**src/rtl/ex_wb_regfile.sv**
```systemverilog
// ex_wb_regfile
// Write-back end of the pipeline. EX results are latched into an EX/WB
// stage register and committed into a 32-entry integer register file on the
// next unstalled edge. Two combinational decode read ports see the newest
// value: the in-flight EX result first, then the staged WB entry, then the
// architectural file. x0 is hard-wired to zero. A retired-write counter
// counts committed writes to x1..x31.
module ex_wb_regfile #(
  parameter int DATA_W  = 32,
  parameter int ADDR_W  = 5,
  parameter int REG_NUM = 32,
  parameter int CNT_W   = 32
) (
  input  logic              clk,
  input  logic              rst,
  input  logic              stall,
  input  logic              flush,
  input  logic [ADDR_W-1:0] ex_wd_i,
  input  logic              ex_wreg_i,
  input  logic [DATA_W-1:0] ex_wdata_i,
  input  logic              re1_i,
  input  logic [ADDR_W-1:0] raddr1_i,
  output logic [DATA_W-1:0] rdata1_o,
  input  logic              re2_i,
  input  logic [ADDR_W-1:0] raddr2_i,
  output logic [DATA_W-1:0] rdata2_o,
  output logic [ADDR_W-1:0] wb_wd_o,
  output logic              wb_wreg_o,
  output logic [DATA_W-1:0] wb_wdata_o,
  output logic [CNT_W-1:0]  retire_cnt_o
);

  logic [DATA_W-1:0] regs [REG_NUM];

  // A staged entry commits only when the pipe advances; rst is folded in so
  // an entry caught by reset is dropped rather than written.
  logic commit;
  logic commit_wr;

  assign commit    = !rst && !stall && wb_wreg_o;
  assign commit_wr = commit && (wb_wd_o != '0);

  // EX/WB stage register: stall holds, flush inserts a bubble, else capture.
  always_ff @(posedge clk) begin
    if (rst) begin
      wb_wd_o    <= '0;
      wb_wreg_o  <= 1'b0;
      wb_wdata_o <= '0;
    end else if (stall) begin
      wb_wd_o    <= wb_wd_o;
      wb_wreg_o  <= wb_wreg_o;
      wb_wdata_o <= wb_wdata_o;
    end else if (flush) begin
      wb_wd_o    <= '0;
      wb_wreg_o  <= 1'b0;
      wb_wdata_o <= '0;
    end else begin
      wb_wd_o    <= ex_wd_i;
      wb_wreg_o  <= ex_wreg_i;
      wb_wdata_o <= ex_wdata_i;
    end
  end

  // Architectural register file; x0 is never written so it stays zero.
  always_ff @(posedge clk) begin
    if (rst) begin
      for (int i = 0; i < REG_NUM; i++) begin
        regs[i] <= '0;
      end
    end else if (commit_wr) begin
      regs[wb_wd_o] <= wb_wdata_o;
    end
  end

  // Retired-write counter; wraps naturally at 2**CNT_W.
  always_ff @(posedge clk) begin
    if (rst) begin
      retire_cnt_o <= '0;
    end else if (commit_wr) begin
      retire_cnt_o <= retire_cnt_o + CNT_W'(1);
    end
  end

  // Read-port priority: reset, disabled, x0, EX bypass, WB bypass, file.
  // EX bypass ignores flush on purpose; squashing is the hazard unit's job.
  function automatic logic [DATA_W-1:0] read_port(
    input logic              rst_v,
    input logic              re,
    input logic [ADDR_W-1:0] addr,
    input logic              ex_wreg,
    input logic [ADDR_W-1:0] ex_wd,
    input logic [DATA_W-1:0] ex_wdata,
    input logic              wb_wreg,
    input logic [ADDR_W-1:0] wb_wd,
    input logic [DATA_W-1:0] wb_wdata,
    input logic [DATA_W-1:0] reg_val
  );
    logic [DATA_W-1:0] val;
    val = '0;
    if (rst_v || !re || (addr == '0)) begin
      val = '0;
    end else if (ex_wreg && (addr == ex_wd)) begin
      val = ex_wdata;
    end else if (wb_wreg && (addr == wb_wd)) begin
      val = wb_wdata;
    end else begin
      val = reg_val;
    end
    return val;
  endfunction

  // Read port 1.
  always_comb begin
    rdata1_o = read_port(rst, re1_i, raddr1_i,
                         ex_wreg_i, ex_wd_i, ex_wdata_i,
                         wb_wreg_o, wb_wd_o, wb_wdata_o,
                         regs[raddr1_i]);
  end

  // Read port 2.
  always_comb begin
    rdata2_o = read_port(rst, re2_i, raddr2_i,
                         ex_wreg_i, ex_wd_i, ex_wdata_i,
                         wb_wreg_o, wb_wd_o, wb_wdata_o,
                         regs[raddr2_i]);
  end

endmodule

```
**config.mk**
```make
export PLATFORM = sky130hd
export DESIGN_NAME = ex_wb_regfile
export DESIGN_NICKNAME = d
export VERILOG_FILES = /design/src/rtl/ex_wb_regfile.sv
export SDC_FILE = /design/constraint.sdc
export NUM_CORES = 2
export LEC_CHECK = 0
export ABC_CLOCK_PERIOD_IN_PS = 6100
export CAP_MARGIN = 20
export CORE_MARGIN = 8
export CORE_UTILIZATION = 30
export CTS_CLUSTER_SIZE = 40
export DETAILED_ROUTE_END_ITERATION = 10
export PLACE_DENSITY = 0.49
export SYNTH_ARGS = -nofsm -noshare
export SYNTH_HDL_FRONTEND = slang
export SYNTH_SLANG_ARGS = --single-unit
```
**constraint.sdc**
```tcl
create_clock -name clk -period 6.1 [get_ports clk]
set_clock_uncertainty 0.1 [all_clocks]
set_input_delay 1.83 -clock clk [delete_from_list [all_inputs] [get_ports clk]]
set_output_delay 1.83 -clock clk [all_outputs]
set_load 0.01 [all_outputs]
```
==> results_dict.tcl <==
set metrics [dict create \
    status "finished clean" \
    hold_ws_ns 0.409 \
    root_buffer "clkbuf_16" \
    power.leakage_nw 27.1 \
    antenna_left 0 \
    ys_seq_area_share_pct 55.1 \
    cp_common_cell "buf_4" \
    hold_buffers 0 \
    path_class "in2out" \
    critPathLaunchType "input pin" \
    rsz0062_at_grt "true" \
    crit_fanout 11 \
    synth-seq-cells 1094 \
    max-vdd-ir-drop_mv 0.232 \
    port_buffers 187 \
    area_growth_pct 26.2 \
    worst-r2r-cell-count 7 \
    drt_iter0_drc 4244 \
    hold_path_end "retire_cnt_o[10]" \
    fin_crit_ns 6.10 \
    die_w_um 457 \
    synth_enable_flop_cells 1024 \
    fin_cells 7464 \
    rrSetupSlack_ns 2.89 \
    synth_common_cells "edfxtp_1, and2_1, mux4_2, mux2i_1, clkbuf_1" \
    drc 0 \
    setup_viol 0 \
    dieHeight_um 457 \
    dr_total_vias 40700 \
    cts_inserted_buffers 118 \
    post-route-util_pct 37.9 \
    wl_per_cell_um 31.6 \
    htreeDepth 3 \
    ios 188 \
    fin_ws_ns 0.00472 \
    viasPerCell 5.46 \
    min_path_type "reg2reg" \
    clkLatencyLatePin_ns 0.74 \
    dpl.hpwl_um 151000 \
    grt-ovfl-total 0 \
    cts_tree "done" \
    max-clock-path-buffers 3 \
    core_area_um2 194000 \
    syn_inst 4328 \
    synth_area_um2 58400 \
    cpMaxStageDelayCell "clkdlybuf4s15_1" \
    hold_start "retire_cnt_o[10]" \
    path_clk_slew_ns 0.06 \
    arrival_ns 4.17 \
    routabilityCongestion 0.880 \
    synth_top_area_share_pct 52.7 \
    num_rows 162 \
    ys_warn_count 0 \
    synth.distinct_cells 52 \
    yosys.cell_count.top_type "edfxtp_1" \
    end_kind "output port" \
    reg2reg_to "regs[15][28]" \
    yosys_most_used_dff "edfxtp_1" \
    hold_viol_final 0 \
    grt.total_usage_pct 21.7 \
    yosysTopAreaCell "edfxtp_1" \
    grt_start_max_net_pins 104 \
    antenna_found_initial 9 \
    fmax_mhz 164 \
    post-route-period-util_pct 99.9 \
    cp.required_ns 4.17 \
    nets 4880 \
    hold_depth 2 \
    drt_wl_total_um 236000 \
    crit_path_max_incr_delay_ns 0.26 \
    p_per_area_nw_per_um2 249 \
    maxCapViolCount 0 \
    grt_pass1_vias 41000 \
    dr.pass1.iters 6 \
    crit_chain "buf_8, buf_16, buf_4, xor2_1, nor4_1, buf_4, a31oi_4, buf_12, buf_12, buf_4, o21ai_0, a31oi_1, buf_4, a22o_1, clkdlybuf4s15_1" \
    initial_utilization_pct 30.1 \
    yosys-top-cells-area "edfxtp_1, mux4_2, and2_1" \
    r2r_start "wb_wreg_o" \
    syn_avg_cell_area_um2 13.5 \
    drive_above_1_share_pct 29.0 \
    place_ws_ns -0.723 \
    tightest_slew_ns 0.915 \
    dp.cells 7156 \
    die-area_um2 209000 \
    clock_sinks 1094 \
    slew_violations 0 \
    async_reset_ff_share_pct 0 \
    slew_headroom_pct 38.8 \
    grt_pass1_wl_um 327000 \
]
==> registers in the layout, indices dropped and copies added, names as in the netlist <==
register,cells
wb_wdata_o,32
regs,1024
wb_wreg_o,1
retire_cnt_o,32
wb_wd_o,5
==> metal layers <==
metal	share of wire, %	track usage [%]	wire length, µm
met5	0	0	0
met4	4.5	9.05	10600
met1	39	26.1	90800
met3	5.6	2.97	13300
met2	51	38.9	121000
==> layout by cell type, fill, tap and decap left out, types with 37 or more instances in the layout <==
| cell | synthesis | final |
|---|---|---|
| edfxtp_1 | 1024 | 1024 |
| and2_1 | 999 | 996 |
| buf_4 | 28 | 440 |
| mux4_2 | 358 | 358 |
| mux2i_1 | 353 | 342 |
| a22oi_1 | 191 | 145 |
| clkbuf_16 | 0 | 123 |
| nand2_1 | 117 | 114 |
| buf_12 | 0 | 110 |
| clkdlybuf4s50_1 | 0 | 106 |
| a21oi_1 | 98 | 92 |
| o21ai_0 | 162 | 91 |
| nor2_1 | 114 | 77 |
| dfxtp_1 | 70 | 70 |
| o221ai_1 | 77 | 61 |
| a22oi_2 | 0 | 46 |
| nand3_1 | 55 | 43 |
| xor2_1 | 40 | 37 |
==> worst max-delay path by stage <==
| stage | slack, ns | cells past startpoint | to | from |
|---|---|---|---|---|
| final | 0.005 | 15 | rdata1_o[28] | raddr1_i[0] |
| after global routing | -0.04 | 15 | rdata1_o[28] | raddr1_i[0] |
| after CTS | -0.13 | 14 | rdata2_o[6] | raddr2_i[0] |
| after detailed placement | -0.72 | 10 | rdata2_o[6] | raddr2_i[0] |
| after global placement | -0.72 | 10 | rdata2_o[6] | raddr2_i[0] |
| after floorplan | 0.42 | 6 | regs[30][0] | rst |
==> area by class of cell <==
cell class              count  area (µm²)
clock inverters            64         634
diodes                      3        7.51
clock buffers             150        3180
inverters                   7        26.3
repair buffers            791        8480
flip-flops and latches   1094       32200
fillers                 18200      121000
well taps                2542        3180
multi-input cells        2813       26000
==> cell families (layout without fill, tap and decap cells) <==
| group | Yosys count | in the layout | share of synthesized area (%) |
|---|---|---|---|
| XOR/XNOR | 48 | 48 | 0.720 |
| other | 1 | 35 | 0.00642 |
| flip-flops | 1094 | 1094 | 55.1 |
| adder cells (fa/ha/maj) | 1 | 1 | 0.0214 |
| AND/OR/NAND/NOR | 1360 | 1360 | 13.6 |
| AO/OA/AOI/OAI | 661 | 661 | 7.46 |
| buffers and inverters | 452 | 1012 | 3.31 |
| multiplexers | 711 | 711 | 19.9 |
==> metrics by stage <==
stage,setup TNS [ns],instance area [µm²],power [mW]
after global routing,-0.125,73700,18.8
after CTS,-0.816,73100,18.4
final,0,73700,18.4
after global placement,-31.01,67500,11.0
after floorplan,0,58500,9.84
after detailed placement,-30.51,67500,11.0
==> where the power goes <==
group / switching (mW) / total [mW] / internal (mW)
combinational: 1.39 / 2.46 / 1.07
clock: 3.15 / 7.31 / 4.16
sequential: 0.170 / 8.62 / 8.45
total: 4.70 / 18.4 / 13.7
==> worst max-delay path: cells and delay by family <==
family | cells | cell delay, ns
AO/OA/AOI/OAI | 4 | 0.60
XOR/XNOR | 1 | 0.19
buffers and inverters | 9 | 1.45
AND/OR/NAND/NOR | 1 | 0.06
==> timing repair <==
action,4_1_cts,5_1_grt
gates cloned,14,3
pin swaps,40,34
buffers inserted,45,42
gates resized for setup,382,100
setup endpoints to repair,64,52
Note: power is estimated with default switching activity, not from simulation.
